$ cat config.mk
export PLATFORM = sky130hd
export DESIGN_NAME = multicycle_control_flat
export DESIGN_NICKNAME = d
export VERILOG_FILES = /design/src/rtl/multicycle_control_if.sv /design/src/rtl/multicycle_control.sv /design/src/flat_wrapper.sv
export SDC_FILE = /design/constraint.sdc
export NUM_CORES = 1
export LEC_CHECK = 0
export BUFFER_PORTS_ARGS = -buffer_cell sky130_fd_sc_hd__clkbuf_2
export CAP_MARGIN = 10
export CORE_UTILIZATION = 45
export DETAILED_ROUTE_END_ITERATION = 8
export PLACE_DENSITY = 0.75
export SLEW_MARGIN = 0
export SYNTH_ARGS = -nofsm -noshare
export SYNTH_HDL_FRONTEND = slang
export SYNTH_SLANG_ARGS = --single-unit
$ cat constraint.sdc
create_clock -name clk -period 2.34 [get_ports clk]
set_input_delay 0 -clock clk [delete_from_list [all_inputs] [get_ports clk]]
set_output_delay 0 -clock clk [all_outputs]
set_load 0.01 [all_outputs]
$ cat src/rtl/multicycle_control_if.sv
// Purpose: bundles the multicycle controller's opcode/handshake inputs and datapath control outputs.
// Latency: none. This file only carries wires.
// Backpressure: mem_ready stalls the controller in FETCH, MEMRD and MEMWR.
// Ports: OP, mem_ready (to controller); strobes, selects, ALUOp, instr_done, illegal_op, state (from controller).
interface multicycle_control_if;
    logic [5:0] OP;
    logic       mem_ready;

    logic       PCWrite;
    logic       BranchEQ;
    logic       BranchNE;
    logic       IorD;
    logic       MemRead;
    logic       MemWrite;
    logic       IRWrite;
    logic       MemtoReg;
    logic       ALUSrcA;
    logic       RegWrite;
    logic       RegDst;
    logic [1:0] PCSource;
    logic [1:0] ALUSrcB;
    logic [2:0] ALUOp;
    logic       instr_done;
    logic       illegal_op;
    logic [3:0] state;

    // Controller side: consumes opcode and memory handshake, drives the datapath.
    modport slave (
        input  OP, mem_ready,
        output PCWrite, BranchEQ, BranchNE, IorD, MemRead, MemWrite, IRWrite,
               MemtoReg, ALUSrcA, RegWrite, RegDst, PCSource, ALUSrcB, ALUOp,
               instr_done, illegal_op, state
    );

    // Datapath/bench side: supplies opcode and handshake, observes the controls.
    modport master (
        output OP, mem_ready,
        input  PCWrite, BranchEQ, BranchNE, IorD, MemRead, MemWrite, IRWrite,
               MemtoReg, ALUSrcA, RegWrite, RegDst, PCSource, ALUSrcB, ALUOp,
               instr_done, illegal_op, state
    );
endinterface

$ cat src/rtl/multicycle_control.sv
// Purpose: multicycle MIPS-style control FSM (FETCH/DECODE/execute/writeback) driving datapath strobes.
// Latency: LW 5, SW 4, R-type 4, ADDI/ORI 4, BEQ/BNE 3, J 3 cycles with mem_ready held high.
// Backpressure: mem_ready=0 holds FETCH, MEMRD and MEMWR; each low cycle adds one cycle.
// Ports: clk, reset (async active-low); bus (slave modport) carries OP, mem_ready and all control outputs.
module multicycle_control (
    input  logic                   clk,
    input  logic                   reset,
    multicycle_control_if.slave    bus
);

    typedef enum logic [3:0] {
        FETCH  = 4'd0,
        DECODE = 4'd1,
        MEMADR = 4'd2,
        MEMRD  = 4'd3,
        MEMWB  = 4'd4,
        MEMWR  = 4'd5,
        EXEC   = 4'd6,
        ALUWB  = 4'd7,
        BRANCH = 4'd8,
        IEXEC  = 4'd9,
        IWB    = 4'd10,
        JUMP   = 4'd11
    } state_t;

    localparam logic [5:0] OP_RTYPE = 6'h00;
    localparam logic [5:0] OP_J     = 6'h02;
    localparam logic [5:0] OP_BEQ   = 6'h04;
    localparam logic [5:0] OP_BNE   = 6'h05;
    localparam logic [5:0] OP_ADDI  = 6'h08;
    localparam logic [5:0] OP_ORI   = 6'h0D;
    localparam logic [5:0] OP_LW    = 6'h23;
    localparam logic [5:0] OP_SW    = 6'h2B;

    localparam logic [2:0] ALU_ADD = 3'b100;
    localparam logic [2:0] ALU_OR  = 3'b101;
    localparam logic [2:0] ALU_FN  = 3'b111;
    localparam logic [2:0] ALU_SUB = 3'b001;

    state_t     state_q;
    state_t     state_d;
    logic [5:0] op_q;

    // Raw (ungated) control values from the output decoder.
    logic       pc_write;
    logic       branch_eq;
    logic       branch_ne;
    logic       ior_d;
    logic       mem_read;
    logic       mem_write;
    logic       ir_write;
    logic       memto_reg;
    logic       alu_src_a;
    logic       reg_write;
    logic       reg_dst;
    logic [1:0] pc_source;
    logic [1:0] alu_src_b;
    logic [2:0] alu_op;
    logic       instr_done;
    logic       illegal_op;

    // State register and opcode latch. The opcode is captured only in DECODE
    // so later states are immune to the instruction register changing under us.
    always_ff @(posedge clk or negedge reset) begin
        if (!reset) begin
            state_q <= FETCH;
            op_q    <= 6'h00;
        end else begin
            state_q <= state_d;
            if (state_q == DECODE) begin
                op_q <= bus.OP;
            end
        end
    end

    // Next-state and output decode.
    always_comb begin
        state_d    = state_q;
        pc_write   = 1'b0;
        branch_eq  = 1'b0;
        branch_ne  = 1'b0;
        ior_d      = 1'b0;
        mem_read   = 1'b0;
        mem_write  = 1'b0;
        ir_write   = 1'b0;
        memto_reg  = 1'b0;
        alu_src_a  = 1'b0;
        reg_write  = 1'b0;
        reg_dst    = 1'b0;
        pc_source  = 2'b00;
        alu_src_b  = 2'b00;
        alu_op     = 3'b000;
        instr_done = 1'b0;
        illegal_op = 1'b0;

        case (state_q)
            FETCH: begin
                // PC+4 is computed every cycle; IR and PC only commit when the read lands.
                mem_read  = 1'b1;
                alu_src_b = 2'b01;
                alu_op    = ALU_ADD;
                ir_write  = bus.mem_ready;
                pc_write  = bus.mem_ready;
                if (bus.mem_ready) begin
                    state_d = DECODE;
                end
            end

            DECODE: begin
                // Speculatively compute the branch target into ALUOut.
                alu_src_b = 2'b11;
                alu_op    = ALU_ADD;
                case (bus.OP)
                    OP_LW, OP_SW:    state_d = MEMADR;
                    OP_RTYPE:        state_d = EXEC;
                    OP_BEQ, OP_BNE:  state_d = BRANCH;
                    OP_ADDI, OP_ORI: state_d = IEXEC;
                    OP_J:            state_d = JUMP;
                    default: begin
                        illegal_op = 1'b1;
                        state_d    = FETCH;
                    end
                endcase
            end

            MEMADR: begin
                alu_src_a = 1'b1;
                alu_src_b = 2'b10;
                alu_op    = ALU_ADD;
                state_d   = (op_q == OP_SW) ? MEMWR : MEMRD;
            end

            MEMRD: begin
                mem_read = 1'b1;
                ior_d    = 1'b1;
                if (bus.mem_ready) begin
                    state_d = MEMWB;
                end
            end

            MEMWB: begin
                reg_write  = 1'b1;
                memto_reg  = 1'b1;
                instr_done = 1'b1;
                state_d    = FETCH;
            end

            MEMWR: begin
                // The store retires in the cycle the memory accepts it.
                mem_write  = 1'b1;
                ior_d      = 1'b1;
                instr_done = bus.mem_ready;
                if (bus.mem_ready) begin
                    state_d = FETCH;
                end
            end

            EXEC: begin
                alu_src_a = 1'b1;
                alu_op    = ALU_FN;
                state_d   = ALUWB;
            end

            ALUWB: begin
                reg_write  = 1'b1;
                reg_dst    = 1'b1;
                instr_done = 1'b1;
                state_d    = FETCH;
            end

            BRANCH: begin
                alu_src_a  = 1'b1;
                alu_op     = ALU_SUB;
                pc_source  = 2'b01;
                branch_eq  = (op_q == OP_BEQ);
                branch_ne  = (op_q == OP_BNE);
                instr_done = 1'b1;
                state_d    = FETCH;
            end

            IEXEC: begin
                alu_src_a = 1'b1;
                alu_src_b = 2'b10;
                alu_op    = (op_q == OP_ORI) ? ALU_OR : ALU_ADD;
                state_d   = IWB;
            end

            IWB: begin
                reg_write  = 1'b1;
                instr_done = 1'b1;
                state_d    = FETCH;
            end

            JUMP: begin
                pc_write   = 1'b1;
                pc_source  = 2'b10;
                instr_done = 1'b1;
                state_d    = FETCH;
            end

            default: begin
                state_d = FETCH;
            end
        endcase
    end

    // Outputs are gated by reset so that asserting it silences every strobe
    // immediately, without waiting for a clock edge.
    assign bus.PCWrite    = reset & pc_write;
    assign bus.BranchEQ   = reset & branch_eq;
    assign bus.BranchNE   = reset & branch_ne;
    assign bus.IorD       = reset & ior_d;
    assign bus.MemRead    = reset & mem_read;
    assign bus.MemWrite   = reset & mem_write;
    assign bus.IRWrite    = reset & ir_write;
    assign bus.MemtoReg   = reset & memto_reg;
    assign bus.ALUSrcA    = reset & alu_src_a;
    assign bus.RegWrite   = reset & reg_write;
    assign bus.RegDst     = reset & reg_dst;
    assign bus.PCSource   = {2{reset}} & pc_source;
    assign bus.ALUSrcB    = {2{reset}} & alu_src_b;
    assign bus.ALUOp      = {3{reset}} & alu_op;
    assign bus.instr_done = reset & instr_done;
    assign bus.illegal_op = reset & illegal_op;
    assign bus.state      = state_q;

endmodule

$ cat src/flat_wrapper.sv
// flat-port wrapper written by rule: the top's interface ports become plain ports
module multicycle_control_flat 
  (clk, reset, bus_OP, bus_mem_ready, bus_PCWrite, bus_BranchEQ, bus_BranchNE, bus_IorD, bus_MemRead, bus_MemWrite, bus_IRWrite, bus_MemtoReg, bus_ALUSrcA, bus_RegWrite, bus_RegDst, bus_PCSource, bus_ALUSrcB, bus_ALUOp, bus_instr_done, bus_illegal_op, bus_state);
  multicycle_control_if bus_i ();
  input  logic clk;
  input  logic reset;
  input wire logic [$bits(bus_i.OP)-1:0] bus_OP;
  input wire logic [$bits(bus_i.mem_ready)-1:0] bus_mem_ready;
  output wire logic [$bits(bus_i.PCWrite)-1:0] bus_PCWrite;
  output wire logic [$bits(bus_i.BranchEQ)-1:0] bus_BranchEQ;
  output wire logic [$bits(bus_i.BranchNE)-1:0] bus_BranchNE;
  output wire logic [$bits(bus_i.IorD)-1:0] bus_IorD;
  output wire logic [$bits(bus_i.MemRead)-1:0] bus_MemRead;
  output wire logic [$bits(bus_i.MemWrite)-1:0] bus_MemWrite;
  output wire logic [$bits(bus_i.IRWrite)-1:0] bus_IRWrite;
  output wire logic [$bits(bus_i.MemtoReg)-1:0] bus_MemtoReg;
  output wire logic [$bits(bus_i.ALUSrcA)-1:0] bus_ALUSrcA;
  output wire logic [$bits(bus_i.RegWrite)-1:0] bus_RegWrite;
  output wire logic [$bits(bus_i.RegDst)-1:0] bus_RegDst;
  output wire logic [$bits(bus_i.PCSource)-1:0] bus_PCSource;
  output wire logic [$bits(bus_i.ALUSrcB)-1:0] bus_ALUSrcB;
  output wire logic [$bits(bus_i.ALUOp)-1:0] bus_ALUOp;
  output wire logic [$bits(bus_i.instr_done)-1:0] bus_instr_done;
  output wire logic [$bits(bus_i.illegal_op)-1:0] bus_illegal_op;
  output wire logic [$bits(bus_i.state)-1:0] bus_state;
  assign bus_i.OP = bus_OP;
  assign bus_i.mem_ready = bus_mem_ready;
  assign bus_PCWrite = bus_i.PCWrite;
  assign bus_BranchEQ = bus_i.BranchEQ;
  assign bus_BranchNE = bus_i.BranchNE;
  assign bus_IorD = bus_i.IorD;
  assign bus_MemRead = bus_i.MemRead;
  assign bus_MemWrite = bus_i.MemWrite;
  assign bus_IRWrite = bus_i.IRWrite;
  assign bus_MemtoReg = bus_i.MemtoReg;
  assign bus_ALUSrcA = bus_i.ALUSrcA;
  assign bus_RegWrite = bus_i.RegWrite;
  assign bus_RegDst = bus_i.RegDst;
  assign bus_PCSource = bus_i.PCSource;
  assign bus_ALUSrcB = bus_i.ALUSrcB;
  assign bus_ALUOp = bus_i.ALUOp;
  assign bus_instr_done = bus_i.instr_done;
  assign bus_illegal_op = bus_i.illegal_op;
  assign bus_state = bus_i.state;
  multicycle_control u_core (.clk(clk), .reset(reset), .bus(bus_i));
endmodule
; ---- Yosys cells after proc, flatten, opt, wreduce, memory -nomap -nowiden
; Cells that the tools add are included.
[op_classes]
add_sub_neg = 0
multipliers = 0
div_mod_pow = 0
order_cmp = 0
n_eq_ne = 25
n_shift = 0
mux = 24
bitwise = 16
reduce_logical = 14
[ops]
columns = op, count
row1 = case mux 4 bit (7 select lines), 1
row2 = equality test 6 x 3 -> 1 bit (second input constant), 4
row3 = case mux 4 bit (5 select lines), 1
row4 = equality test 6 x 4 -> 1 bit (second input constant), 3
row5 = equality test 6 bit (second input constant), 3
row6 = equality test 4 x 3 -> 1 bit (second input constant), 4
row7 = equality test 4 bit (second input constant), 4
row8 = AND 1 bit, 13
row9 = two-way mux 1 bit, 13
row10 = two-way mux 4 bit, 3
row11 = case mux 3 bit (4 select lines), 1
row12 = OR reduction 2 bit, 6
row13 = equality test 4 x 2 -> 1 bit (second input constant), 2
row14 = OR reduction 8 bit, 1
row15 = equality test 6 x 2 -> 1 bit (second input constant), 1
row16 = logical NOT 6 bit, 1
row17 = inequality test 2 bit (second input constant), 3
row18 = case mux 2 bit (3 select lines), 1
row19 = OR reduction 3 bit, 2
row20 = OR reduction 5 bit, 1
row21 = AND 2 bit, 2
row22 = equality test 4 x 1 -> 1 bit (second input constant), 1
row23 = logical NOT 4 bit, 1
row24 = case mux 1 bit (2 select lines), 2
row25 = 5 further kinds, 5
[totals]
regBits = 10
latchBits = 0
ramBits = 0
romBits = 0
input_bits = 9
memories = 0

; ---- Longest topological paths before layout
; Gate-level depths: netlist of run 1.
[depth]
ltp_word = 5
ltp_mapped = 6
depth_no_buf = 4

; ---- Worst setup path before layout of run 1
; OpenSTA, ideal clock, no wires.
[synth_path]
kind = flip-flop to output port
startpoint = register u_core.state_q[3], in the netlist u_core.bus.state[3]
endpoint = output port bus_illegal_op
t_arrival_ns = 1.651
t_required_ns = 2.340
path_slack_ns = 0.689
stages_incl_launch_ff = 5
path_buffers = 1
path_cell_list = dfrtp_1 -> buf_2 -> nor4b_1 -> nand2_1 -> a211oi_1
[synth_via]
elab_chain_len = 3
[synth_rtl]
columns = element, line_no
row1 = "start, declared", multicycle_control.sv:40  ; state_t state_q;
row2 = "start signal, assigned", multicycle_control.sv:69  ; state_q <= state_d;
row3 = equality test 4 x 1 -> 1 bit, multicycle_control.sv:96  ; case (state_q)
row4 = two-way mux 1 bit, multicycle_control.sv:96
row5 = AND 1 bit, multicycle_control.sv:224  ; assign bus.illegal_op = reset & illegal_op;
row6 = "end, declared", flat_wrapper.sv:24  ; output wire logic [$bits(bus_i.illegal_op)-1:0] bus_illegal_op;
; No other way between the ends.

; ---- Final worst setup path of run 1
[layout_path]
startpoint = register u_core.state_q[2], in the netlist u_core.bus.state[2]
endpoint = output port bus_ALUOp[0]
[layout_via]
elab_chain_len = 4
elab_cells_between_ends = 9
classes_between = eq/ne (5) / mux (1) / bitwise (1) / reduce/logical (2)
[layout_rtl]
columns = element, line_no
row1 = equality test 4 x 2 -> 1 bit (tied with other cells), multicycle_control.sv:96
row2 = OR reduction 3 bit (no line), n/a
row3 = case mux 3 bit (4 select lines) *, multicycle_control.sv:96
row4 = AND 3 bit *, multicycle_control.sv:222  ; assign bus.ALUOp = {3{reset}} & alu_op;
row5 = "end, declared", flat_wrapper.sv:22  ; output wire logic [$bits(bus_i.ALUOp)-1:0] bus_ALUOp;
; Mark *: on every way between the ends. The rest lies on a longest branch, timed or not.

==> metrics.md, run 1 <==
| Metric | Value |
|---|---|
| CP peak stage delay | `580 ps` |
| Fin Clk Skew | `8.80 ps` |
| Hold buffer count at cts | `1` |
| Min Tclk post-route | `1840 ps` |
| Fin crit share | `78.5%` |
| Num rows | `15` |
| Placer Congestion | `0.798` |
| Synth Flop Type | `dfrtp_1` |
| Achievable Freq | `544 MHz` |
| Synth Warn # | `0` |
| Final max-slew violation count | `0` |
| Vias/cell | `5.73` |
| Dpl ws | `669 ps` |
| DR pass1 iterations | `4` |
| Final nets | `149` |
| Hold Violations, Final | `0` |
| Startpoint types | `flop` |
| TritonCTS clock tree | `built` |
| # IOs | `33` |
| Root Buffer | `clkbuf_4` |
| Chip width | `47.2 µm` |
| Worst Hold Class | `input port to flop` |
| Critical Path RT | `2340 ps` |
| Synthesis-to-layout area growth | `20.4%` |
| Post-CTS Setup Bufs | `0` |
| # Max-Cap Violations | `0` |
| Syn Inst Count | `108` |
| Worst-path clk slew | `70 ps` |
| WP data arrival | `1840 ps` |
| Initial Util | `50.4%` |
| Post_cts resized | `0` |
| Die height | `47.2 µm` |
| Max IR drop VDD | `0.000498 V` |
| DP Wirelength | `1.60 mm` |
| Synth unique cells | `43` |
| Slew HR | `61.4%` |
| TritonCTS Buffers | `3` |
| DR vias | `934` |
| Post-synth ARST share | `100%` |
| Crit path cell chain | `nor2b_1 -> nand2_1 -> o32ai_1 -> and2_1 -> clkbuf_2` |
| Worst Tran Pin Value | `580 ps` |
| Clock Tree Buf Depth | `2` |
| GRT Overall Usage | `23.3%` |
| Hold slack | `50.4 ps` |
| Initial antenna violation count | `0` |
| Post-route ant nets | `0` |
| Number of synthesized flops with an enable pin | `0` |
| Status | `finished clean` |
| Clock sink count | `10` |
| Core Area | `1820 µm²` |
| Residual DRC count | `0` |
| Vias in the first global route | `819` |
| Final worst slack | `503 ps` |
| First-pass GRT wire length | `3.66 mm` |
| Final wirelength | `2.21 mm` |
| Layout cell share with drive strength beyond 1 | `34.1%` |
| DRT iter0 DRCs | `17` |
| Worst path slowest cell | `dfrtp_1` |
| Kind of critical path | `flop to output port` |
| Number of H-tree levels | `1` |
| Seq/Total Area, Yosys | `27.2%` |
| # setup viols final | `0` |
| WL/cell | `13.5 µm` |
| Avg Cell Area, Syn | `8.50 µm²` |
| Pwr Density | `897 nW/µm²` |
| Largest net degree at the start of global routing | `23` |
| Crit Path Max Fanout | `17` |
| Clk Latency, worst-skew pair | `260 ps` |
| RSZ-0062 raised after global routing | `no` |
| Die area | `2230 µm²` |
| Crit. End Element | `output port` |
| Seq cells post-synth | `10` |
| N_diodes | `0` |
| Final setup TNS | `0 ps` |
| Static Leakage | `0.488 nW` |
| Fill cell total of the finished layout | `181` |
| Grt ovf | `0` |
| Port Buf Inserts | `32` |
| Syn_nets | `117` |
| Post-Syn Area | `918 µm²` |
## report_power, final
part | internal, mW | switching, mW
registers | 0.245 | 0.132
clock network | 0.0592 | 0.0555
logic | 0.258 | 0.242
## routing by layer
| metal | wire length (µm) | share of wire, % | vias up | track usage (%) |
|---|---|---|---|---|
| li1 | - | - | 467 | - |
| met1 | 1030 | 46 | 430 | 31.8 |
| met2 | 1060 | 48 | 37 | 36.9 |
| met3 | 125 | 5.7 | 0 | 6.15 |
| met4 | 0 | 0 | 0 | 5.71 |
| met5 | 0 | 0 | - | 0 |
## cell type report
cell class                      count  area, µm²  share of cell area [%]
Timing Repair Buffer               34        178                    16.1
Tap cell                           25       31.3                    2.83
Inverter                            4       15.0                    1.36
Sequential cell                    10        250                    22.6
Clock buffer                        3       22.5                    2.04
Multi-Input combinational cell     87        609                    55.1
## kinds of logic after synthesis
family | count (synthesis) | synth area share, %
and+or+nand+nor | 52 | 34.9
AOI/OAI and AO/OA | 24 | 18.9
buffers and inverters | 11 | 6.40
DFF | 10 | 27.2
muxes | 9 | 10.6
xor gates and xnor gates | 2 | 1.91
## flip-flops by register name, summed over array words and instances (netlist names)
name	cells
u_core.op_q	6
u_core.bus.state	4
## worst paths after layout
check                                     from              to  slack [ps]  cells after the start
min in group asynchronous                reset  u_core.op_q[1]         210                      2
max in group asynchronous                reset  u_core.op_q[3]        1810                      2
min                                  bus_OP[1]  u_core.op_q[1]          50                      2
max                        u_core.bus.state[2]    bus_ALUOp[0]         500                      5
max reg2reg                u_core.bus.state[1]  u_core.op_q[3]         640                      3
min reg2reg                     u_core.op_q[4]  u_core.op_q[4]         540                      1
## cell usage in the layout, fill, tap and decap left out, types with 3 or more instances in the layout
cell / Yosys / final
a21oi_1: 4 / 4
and2_1: 3 / 3
clkbuf_2: 0 / 32
clkbuf_4: 0 / 3
dfrtp_1: 10 / 10
inv_1: 4 / 4
mux2_2: 6 / 6
mux2i_1: 3 / 3
nand2_1: 7 / 7
nand2b_1: 3 / 3
nand3_1: 3 / 3
nor2_1: 11 / 11
nor2b_1: 4 / 4
nor4b_1: 3 / 3
o21ai_0: 4 / 4
o32ai_1: 3 / 3
## worst max-delay path, delay by kind of cell, from the launching register on
family	cells	cell delay [ps]
AO/OA/AOI/OAI	1	270
buffers and inverters	1	130
flip-flops	1	580
AND/OR/NAND/NOR	3	600
## cell usage after synthesis, types with 3 or more instances
cell / count / area share (%)
mux2i_1: 3 / 3.3
mux2_2: 6 / 7.4
nor2b_1: 4 / 2.7
dfrtp_1: 10 / 27
nand3_1: 3 / 1.6
nor4b_1: 3 / 2.9
clkbuf_1: 3 / 1.2
nor2_1: 11 / 4.5
a21oi_1: 4 / 2.2
and2_1: 3 / 2.0
o32ai_1: 3 / 2.9
inv_1: 4 / 1.6
nand2b_1: 3 / 2.0
nand2_1: 7 / 2.9
o21ai_0: 4 / 2.2
## stage by stage
step / power, mW / cells / utilization, % / instance area [µm²]
floorplan: 0.760 / 108 / - / 918
global placement: 0.859 / 159 / 59.0 / 1070
detailed placement: 0.877 / 159 / 59.0 / 1070
CTS: 0.998 / 163 / 60.8 / 1110
global route: 1.09 / 163 / 60.8 / 1110
finish: 0.992 / 163 / 60.8 / 1110
No activity file was read; power rests on OpenSTA's default activity.
==> inputs of run 2 (changes only) <==
Settings changed: ABC_AREA set to 1, PLACE_DENSITY 0.75 to 0.76.
Clock period 2.34 ns to 1.81 ns, I/O delays scaled along.
==> metrics.md, run 2 <==
| Metric | Value |
|---|---|
| Residual DRC count | `0` |
| Synth Warn # | `0` |
| Post-CTS Setup Bufs | `0` |
| Largest net degree at the start of global routing | `12` |
| RSZ-0062 raised after global routing | `no` |
| Kind of critical path | `input port to output port` |
| Worst Hold Class | `input port to flop` |
| Post-Syn Area | `907 µm²` |
| Crit path cell chain | `dlygate4sd3_1 -> clkbuf_2 -> inv_2 -> nor3_2 -> nand3_1 -> nor3_2 -> clkbuf_2` |
| DR pass1 iterations | `4` |
| # Max-Cap Violations | `0` |
| Seq/Total Area, Yosys | `27.6%` |
| First-pass GRT wire length | `3.83 mm` |
| # setup viols final | `0` |
| Post-synth ARST share | `100%` |
| Startpoint types | `input port` |
| Die height | `46.9 µm` |
| Grt ovf | `0` |
| Crit. End Element | `output port` |
| Initial Util | `50.3%` |
| Dpl ws | `518 ps` |
| DP Wirelength | `1.89 mm` |
| Core Area | `1800 µm²` |
| CP peak stage delay | `520 ps` |
| Placed cell count | `203` |
| Synth Flop Type | `dfrtp_1` |
| Port Buf Inserts | `32` |
| Most frequent cell after synthesis | `nand2_1` |
| Root Buffer | `clkbuf_4` |
| Worst path bufs/invs | `4` |
| Commonest non-fill, non-tap cells in the layout | `nand2_1, clkbuf_2, nor2_1, nand3_1, inv_1` |
| Slew HR | `80.8%` |
| Most flops, register | `u_core.op_q` |
| Util after Layout | `65.6%` |
| Max FFs per register | `6` |
| Avg Cell Area, Syn | `6.26 µm²` |
| Yosys top cell by area | `dfrtp_1` |
| Yosys top cell area share | `27.6%` |
| Synthesis-to-layout area growth | `30.3%` |
| Number of H-tree levels | `1` |
| Min Tclk post-route | `1640 ps` |
| Hold Violations, Final | `0` |
| Post_cts resized | `0` |
| Status | `finished clean` |
| Static Leakage | `0.674 nW` |
| Final max-slew violation count | `0` |
| Num rows | `15` |
| Placer Congestion | `0.901` |
| Crit Path Max Fanout | `11` |
| Critical Path RT | `1810 ps` |
| Seq cells post-synth | `10` |
| Worst-path clk slew | `70 ps` |
| Chip width | `46.9 µm` |
| Vias in the first global route | `931` |
| Fin Clk Skew | `0.258 ps` |
| Clock Tree Buf Depth | `2` |
| Synth top cells by count | `nand2_1, nor2_1, inv_1, nand3_1` |
| Achievable Freq | `608 MHz` |
| Worst path slowest cell | `dlygate4sd3_1` |
| Final worst slack | `166 ps` |
| Final wirelength | `2.35 mm` |
| TritonCTS Buffers | `3` |
| Fin crit share | `90.8%` |
| Pwr Density | `1360 nW/µm²` |
| Synth unique cells | `23` |
| WP data arrival | `1640 ps` |
| Number of synthesized flops with an enable pin | `0` |
| Initial antenna violation count | `0` |
| Syn_nets | `154` |
| TritonCTS clock tree | `built` |
| Vias/cell | `5.03` |
| Final setup TNS | `0 ps` |
| N_diodes | `0` |
| # IOs | `33` |
| Max IR drop VDD | `0.000765 V` |
| DRT iter0 DRCs | `34` |
| Clk Latency, worst-skew pair | `270 ps` |
| DR vias | `1062` |
| Layout cell share with drive strength beyond 1 | `32.8%` |
| Syn Inst Count | `145` |
| WL/cell | `11.1 µm` |
| Most common cell after layout, fill and taps aside | `nand2_1` |
| GRT Overall Usage | `24.8%` |
| CP top delay family | `buffers and inverters` |
| Final nets | `196` |
| Post-route ant nets | `0` |
| Die area | `2200 µm²` |
| Fin cells | `211` |
| Clock sink count | `10` |
| Top post-synthesis cells by area | `dfrtp_1, nand2_1, nand3_1` |
| Worst Tran Pin Value | `288 ps` |
## run 2: kinds of logic after synthesis
kind of cell | Yosys count | synth area share, %
and+or+nand+nor | 96 | 53.4
buffers and inverters | 24 | 9.93
AOI/OAI and AO/OA | 15 | 9.10
DFF | 10 | 27.6
## run 2: per-stage QoR
step | total power, mW | area (µm²) | hold WS, ps
global placement | 1.38 | 1110 | -118
global route | 1.76 | 1180 | 26.1
finish | 1.61 | 1180 | 13.6
floorplan | 1.13 | 907 | -296
CTS | 1.60 | 1180 | 15.8
detailed placement | 1.38 | 1110 | -115
## run 2: path summary, 6_finish.rpt
check,slack (ps),depth (start not counted),startpoint,endpoint
worst min-delay path,10,3,bus_OP[3],u_core.op_q[3]
max in group asynchronous,1290,3,reset,u_core.op_q[2]
worst min register to register,540,2,u_core.op_q[5],u_core.op_q[5]
min in group asynchronous,130,2,reset,u_core.op_q[5]
worst max-delay path,170,7,reset,bus_illegal_op
worst max register to register,510,6,u_core.bus.state[0],u_core.bus.state[0]
## run 2: worst reg2reg max path, stage by stage, from the launching register on
cell and delay [ps]:
dfrtp_1 480, nor2_2 260, nand2_1 180, nand3b_4 120, nand2_2 50, nand2_1 60
nand2_1 40
## run 2: metal layers
| layer | vias to the layer above | part of all wire, % | GRT usage (%) |
|---|---|---|---|
| met4 | 0 | 1.1 | 12.6 |
| met3 | 4 | 6.3 | 3.46 |
| met5 | - | 0 | 0 |
| met2 | 44 | 45 | 37.5 |
| met1 | 469 | 48 | 34.5 |
| li1 | 545 | - | - |
## run 2: layout make-up
cell class | count | area [µm²]
Timing Repair Buffer | 37 | 208
Sequential cell | 10 | 250
Tap cell | 25 | 31.3
Inverter | 24 | 90.1
Fill cell | 182 | 619
Multi-Input combinational cell | 111 | 567
Clock buffer | 4 | 36.3
## run 2: report_power, final
part           switching, mW  internal [mW]
Combinational          0.608          0.345
Sequential             0.125          0.323
Clock                 0.0864          0.122
## run 2: what timing repair did
| action | in CTS | in global routing |
|---|---|---|
| setup endpoints to repair | 0 | 0 |
| endpoints found under the hold margin | 13 | 0 |
| hold buffers | 4 | 0 |
